## src/rtl/udp_code_extract.sv

```systemverilog
// Extracts a 256-bit verification code from a framed UDP payload
// (55 AA 5A 20 <32 code bytes> <xor checksum>) and flags malformed code frames.
module udp_code_extract (
    input  logic         i_clk,
    input  logic         i_rst,
    input  logic [7:0]   i_udp_data,
    input  logic         i_udp_valid,
    input  logic         i_udp_last,
    output logic [255:0] o_code_data,
    output logic         o_code_vld,
    output logic         o_frame_err,
    output logic [7:0]   o_err_cnt
);

    localparam logic [7:0] SYNC0_BYTE = 8'h55;
    localparam logic [7:0] SYNC1_BYTE = 8'hAA;
    localparam logic [7:0] CMD_BYTE   = 8'h5A;
    localparam logic [7:0] LEN_BYTE   = 8'h20;
    localparam logic [4:0] LAST_IDX   = 5'd31;

    typedef enum logic [2:0] {
        ST_IDLE    = 3'd0,
        ST_HDR1    = 3'd1,
        ST_CMD     = 3'd2,
        ST_LEN     = 3'd3,
        ST_PAYLOAD = 3'd4,
        ST_CHK     = 3'd5,
        ST_DROP    = 3'd6
    } state_t;

    // Running checksum step; the frame checksum covers cmd, len and every code byte.
    function automatic logic [7:0] chk_accum(input logic [7:0] acc, input logic [7:0] b);
        return acc ^ b;
    endfunction

    state_t         state_r;
    state_t         state_s;
    logic [4:0]     cnt_r;
    logic [7:0]     xor_r;
    logic [255:0]   shift_r;
    logic           start_s;
    logic           shift_s;
    logic           load_s;
    logic           err_s;

    // Next-state and per-byte action decode; only a valid byte moves the parser.
    always_comb begin
        state_s = state_r;
        start_s = 1'b0;
        shift_s = 1'b0;
        load_s  = 1'b0;
        err_s   = 1'b0;
        if (i_udp_valid) begin
            case (state_r)
                ST_IDLE: begin
                    if (i_udp_last) begin
                        state_s = ST_IDLE;
                    end else if (i_udp_data == SYNC0_BYTE) begin
                        state_s = ST_HDR1;
                    end else begin
                        state_s = ST_DROP;
                    end
                end
                ST_HDR1: begin
                    if (i_udp_last) begin
                        state_s = ST_IDLE;
                    end else if (i_udp_data == SYNC1_BYTE) begin
                        state_s = ST_CMD;
                    end else begin
                        state_s = ST_DROP;
                    end
                end
                ST_CMD: begin
                    // Foreign commands are silently skipped, not counted as errors.
                    if (i_udp_last) begin
                        state_s = ST_IDLE;
                    end else if (i_udp_data == CMD_BYTE) begin
                        state_s = ST_LEN;
                    end else begin
                        state_s = ST_DROP;
                    end
                end
                ST_LEN: begin
                    if (i_udp_last) begin
                        err_s   = 1'b1;
                        state_s = ST_IDLE;
                    end else if (i_udp_data == LEN_BYTE) begin
                        start_s = 1'b1;
                        state_s = ST_PAYLOAD;
                    end else begin
                        err_s   = 1'b1;
                        state_s = ST_DROP;
                    end
                end
                ST_PAYLOAD: begin
                    shift_s = 1'b1;
                    if (i_udp_last) begin
                        err_s   = 1'b1;
                        state_s = ST_IDLE;
                    end else if (cnt_r == LAST_IDX) begin
                        state_s = ST_CHK;
                    end else begin
                        state_s = ST_PAYLOAD;
                    end
                end
                ST_CHK: begin
                    if (i_udp_data != xor_r) begin
                        err_s   = 1'b1;
                        state_s = i_udp_last ? ST_IDLE : ST_DROP;
                    end else if (i_udp_last) begin
                        load_s  = 1'b1;
                        state_s = ST_IDLE;
                    end else begin
                        err_s   = 1'b1;
                        state_s = ST_DROP;
                    end
                end
                ST_DROP: begin
                    if (i_udp_last) begin
                        state_s = ST_IDLE;
                    end else begin
                        state_s = ST_DROP;
                    end
                end
                default: begin
                    state_s = ST_IDLE;
                end
            endcase
        end else begin
            state_s = state_r;
        end
    end

    // Parser state register.
    always_ff @(posedge i_clk or posedge i_rst) begin
        if (i_rst) begin
            state_r <= ST_IDLE;
        end else begin
            state_r <= state_s;
        end
    end

    // Code byte counter, running checksum and code shift register.
    always_ff @(posedge i_clk or posedge i_rst) begin
        if (i_rst) begin
            cnt_r   <= 5'd0;
            xor_r   <= 8'd0;
            shift_r <= 256'd0;
        end else if (start_s) begin
            cnt_r   <= 5'd0;
            xor_r   <= chk_accum(CMD_BYTE, i_udp_data);
            shift_r <= 256'd0;
        end else if (shift_s) begin
            cnt_r   <= cnt_r + 5'd1;
            xor_r   <= chk_accum(xor_r, i_udp_data);
            shift_r <= {shift_r[247:0], i_udp_data};
        end else begin
            cnt_r   <= cnt_r;
            xor_r   <= xor_r;
            shift_r <= shift_r;
        end
    end

    // Registered result: code is only replaced by a fully validated frame.
    always_ff @(posedge i_clk or posedge i_rst) begin
        if (i_rst) begin
            o_code_data <= 256'd0;
            o_code_vld  <= 1'b0;
        end else begin
            o_code_vld <= load_s;
            if (load_s) begin
                o_code_data <= shift_r;
            end else begin
                o_code_data <= o_code_data;
            end
        end
    end

    // Error pulse and saturating error counter.
    always_ff @(posedge i_clk or posedge i_rst) begin
        if (i_rst) begin
            o_frame_err <= 1'b0;
            o_err_cnt   <= 8'd0;
        end else begin
            o_frame_err <= err_s;
            if (err_s && (o_err_cnt != 8'hFF)) begin
                o_err_cnt <= o_err_cnt + 8'd1;
            end else begin
                o_err_cnt <= o_err_cnt;
            end
        end
    end

endmodule

```

## config.mk

```make
export PLATFORM = sky130hd
export DESIGN_NAME = udp_code_extract
export DESIGN_NICKNAME = d
export VERILOG_FILES = /design/src/rtl/udp_code_extract.sv
export SDC_FILE = /design/constraint.sdc
export NUM_CORES = 1
export LEC_CHECK = 0
export ABC_AREA = 1
export CORE_MARGIN = 1
export CORE_UTILIZATION = 30
export DETAILED_ROUTE_END_ITERATION = 10
export GPL_TIMING_DRIVEN = 0
export HOLD_SLACK_MARGIN = 0.08
export SLEW_MARGIN = 20
export SYNTH_ARGS = -nofsm -noshare
export SYNTH_HDL_FRONTEND = slang
export SYNTH_SLANG_ARGS = --single-unit
export TNS_END_PERCENT = 1
```

## constraint.sdc

```tcl
create_clock -name i_clk -period 24.7 [get_ports i_clk]
set_input_delay 2.47 -clock i_clk [delete_from_list [all_inputs] [get_ports i_clk]]
set_output_delay 2.47 -clock i_clk [all_outputs]
set_load 0.02 [all_outputs]
```

==> results.tsv <==
metric	value	unit
die_area	70100	um^2
antennaDiodeCount	0	
end_kind	output port	
start_util	30.6	%
via_per_inst	4.72	
path_cells	clkdlybuf4s50_1	
tightest_slew	703	ps
synthCells	1881	
required	22230	ps
synth_nets	1896	
io_pins	278	
numCtsBuffers	58	
grt_first_pass_wirelength	89400	um
clock-sinks	538	
cts.repair.resized	0	
core_area	67800	um^2
cp_num_cells	1	
postCtsSetupBuffers	0	
ant_nets	0	
slowest_stage	clkdlybuf4s50_1	
area_delta_synth_final	28.6	%
critical-path-top-delay-family	buffers and inverters	
drtIter0Drc	872	
clk_pin_slew_worst_paths	60	ps
drc	0	
final_common_cell	dfrtp_1	
outcome	finished clean	
slew_viol_final	0	
syn_avg_cell_area	11.0	um^2
antenna_found_initial	1	
setup.worst_path.class	reg2out	
synthesis.area	20700	um^2
drive_gt1_share	15.7	%
root_buffer	clkbuf_16	
hold_path.class	reg2reg	
hold_viol	0	
wl_per_cell	18.1	um
critPathArrivalTime	1730	ps
min_path_cells	2	
dpl_worst_slack	20010	ps
fp.dieW	265	um
final_cell_mix	538 x dfrtp_1, 329 x nand2_1, 290 x inv_1, 276 x clkdlybuf4s50_1, 250 x o22ai_1	
rsz0062_at_grt	no	
worst_r2r_path_depth	8	
clock.fmax	238	MHz
irDropWorstVdd	0.0000520	V
fp.dieH	265	um
synth-seq-cells	538	
path_buf_inv	1	
setup_violations	0	
num_rows	95	
hpwlAfterDp	40900	um
nets	2237	
grt_remaining_overflow	0	
maxCapViolCount	0	
synth_cell_types	25	
startpoint_type	register	
skew	36.1	ps
cpPeakStageDelay	750	ps
portBuffers	276	
cts_tree	yes	
worst_slack	20500	ps
vias	14827	
power_leakage	12.0	nW
place.gp.congestion	0.854	
grt_usage	16.3	%
p_per_area	97.4	nW/um^2
cts_buffer_depth	3	
wirelength	56900	um
clk_latency	620	ps
postCtsHoldBufs	0	
path_max_fanout	2	
ys_warn_count	0	
timing.setup.tns	0	ps
fillCellCount	6506	
ys_seq_area_share	65.0	%
cts.htree.levels	2	
grt_pass1_vias	15163	
drt_first_pass_iters	5	
min_period_over_period	17.0	%
slew_headroom	53.2	%
grt_max_degree	106	
fin_crit	4200	ps
## flip-flops by register name, indices dropped and copies added, names as in the netlist
name,cells
cnt_r,5
o_code_data,256
o_code_vld,1
o_err_cnt,8
o_frame_err,1
shift_r,256
state_r,3
xor_r,8
## cells by family (layout without fill, tap and decap cells)
logic type / after synthesis / in the layout / share of synthesized area (%)
AO/OA/AOI/OAI: 530 / 530 / 17.0
XOR/XNOR: 14 / 14 / 0.592
flip-flops: 538 / 538 / 65.0
buffers and inverters: 409 / 795 / 9.94
adder cells (fa/ha/maj): 3 / 3 / 0.181
AND/OR/NAND/NOR: 387 / 387 / 7.33
## Yosys cell counts
master / instances / share of area [%]
o21bai_1: 1 / 0.036
ha_1: 3 / 0.18
o21ai_2: 145 / 6.1
nand3_1: 20 / 0.48
dfrtp_1: 538 / 65
clkbuf_1: 8 / 0.14
xnor2_1: 4 / 0.17
nand2_1: 329 / 6.0
a21oi_1: 2 / 0.048
nand3b_1: 1 / 0.036
buf_2: 31 / 0.75
o22ai_1: 250 / 7.6
o21ai_0: 30 / 0.72
nor2_1: 22 / 0.40
inv_1: 291 / 5.3
buf_6: 53 / 2.9
nand4_1: 5 / 0.15
inv_2: 3 / 0.054
xor2_1: 10 / 0.42
buf_4: 23 / 0.83
nor4_1: 2 / 0.060
o21ai_1: 102 / 2.5
nand2_2: 2 / 0.060
nor2_4: 1 / 0.054
nor3_1: 5 / 0.12
## per-layer routing
metal  GRT usage [%]  up-vias  wire, um
met3            3.49       81      3280
met2            26.6      375     27300
met5               0        -         0
met4            4.58        0      1330
li1                -     6898         -
met1            21.7     7473     25000
## power by group
part,internal [W],switching (W)
Clock,0.000513,0.000362
Sequential,0.00110,0.0000623
Combinational,0.000157,0.000405
## stage by stage
| step | cells | hold slack [ps] | util (%) | power (W) | cell area, um^2 |
|---|---|---|---|---|---|
| final | 3140 | 481 | 39.3 | 0.00259 | 26600 |
| after global routing | 3140 | 508 | 39.3 | 0.00274 | 26600 |
| after CTS | 3140 | 485 | 39.3 | 0.00262 | 26600 |
| after detailed placement | 3035 | 469 | 36.5 | 0.00173 | 24700 |
| after global placement | 3030 | 467 | 36.3 | 0.00171 | 24600 |
| after floorplan | 1881 | 475 | - | 0.00155 | 20700 |
## worst paths after layout
check / to / startpoint / slack [ps]
worst max-delay path: o_code_data[154] / o_code_data[154]$_DFFE_PP0P_ / 20500
worst min-delay path: o_code_data[164]$_DFFE_PP0P_ / o_code_data[164]$_DFFE_PP0P_ / 480
worst max register to register: shift_r[160]$_DFFE_PP0P_ / state_r[1]$_DFFE_PP0P_ / 22470
worst min register to register: o_code_data[164]$_DFFE_PP0P_ / o_code_data[164]$_DFFE_PP0P_ / 480
max in group asynchronous: shift_r[40]$_DFFE_PP0P_ / i_rst / 21000
min in group asynchronous: o_code_data[119]$_DFFE_PP0P_ / i_rst / 2320
## final cells by class
| type | count | area [um^2] | share of cell area (%) |
|---|---|---|---|
| inverter | 294 | 1110 | 4.17 |
| sequential | 538 | 13500 | 50.5 |
| clock buffer | 76 | 1570 | 5.89 |
| clock inverter | 29 | 364 | 1.37 |
| buffer | 115 | 955 | 3.58 |
| tap | 873 | 1090 | 4.10 |
| timing repair buffer | 281 | 2900 | 10.9 |
| multi-input combinational | 934 | 5190 | 19.5 |
Note: power is estimated with default switching activity, not from simulation.
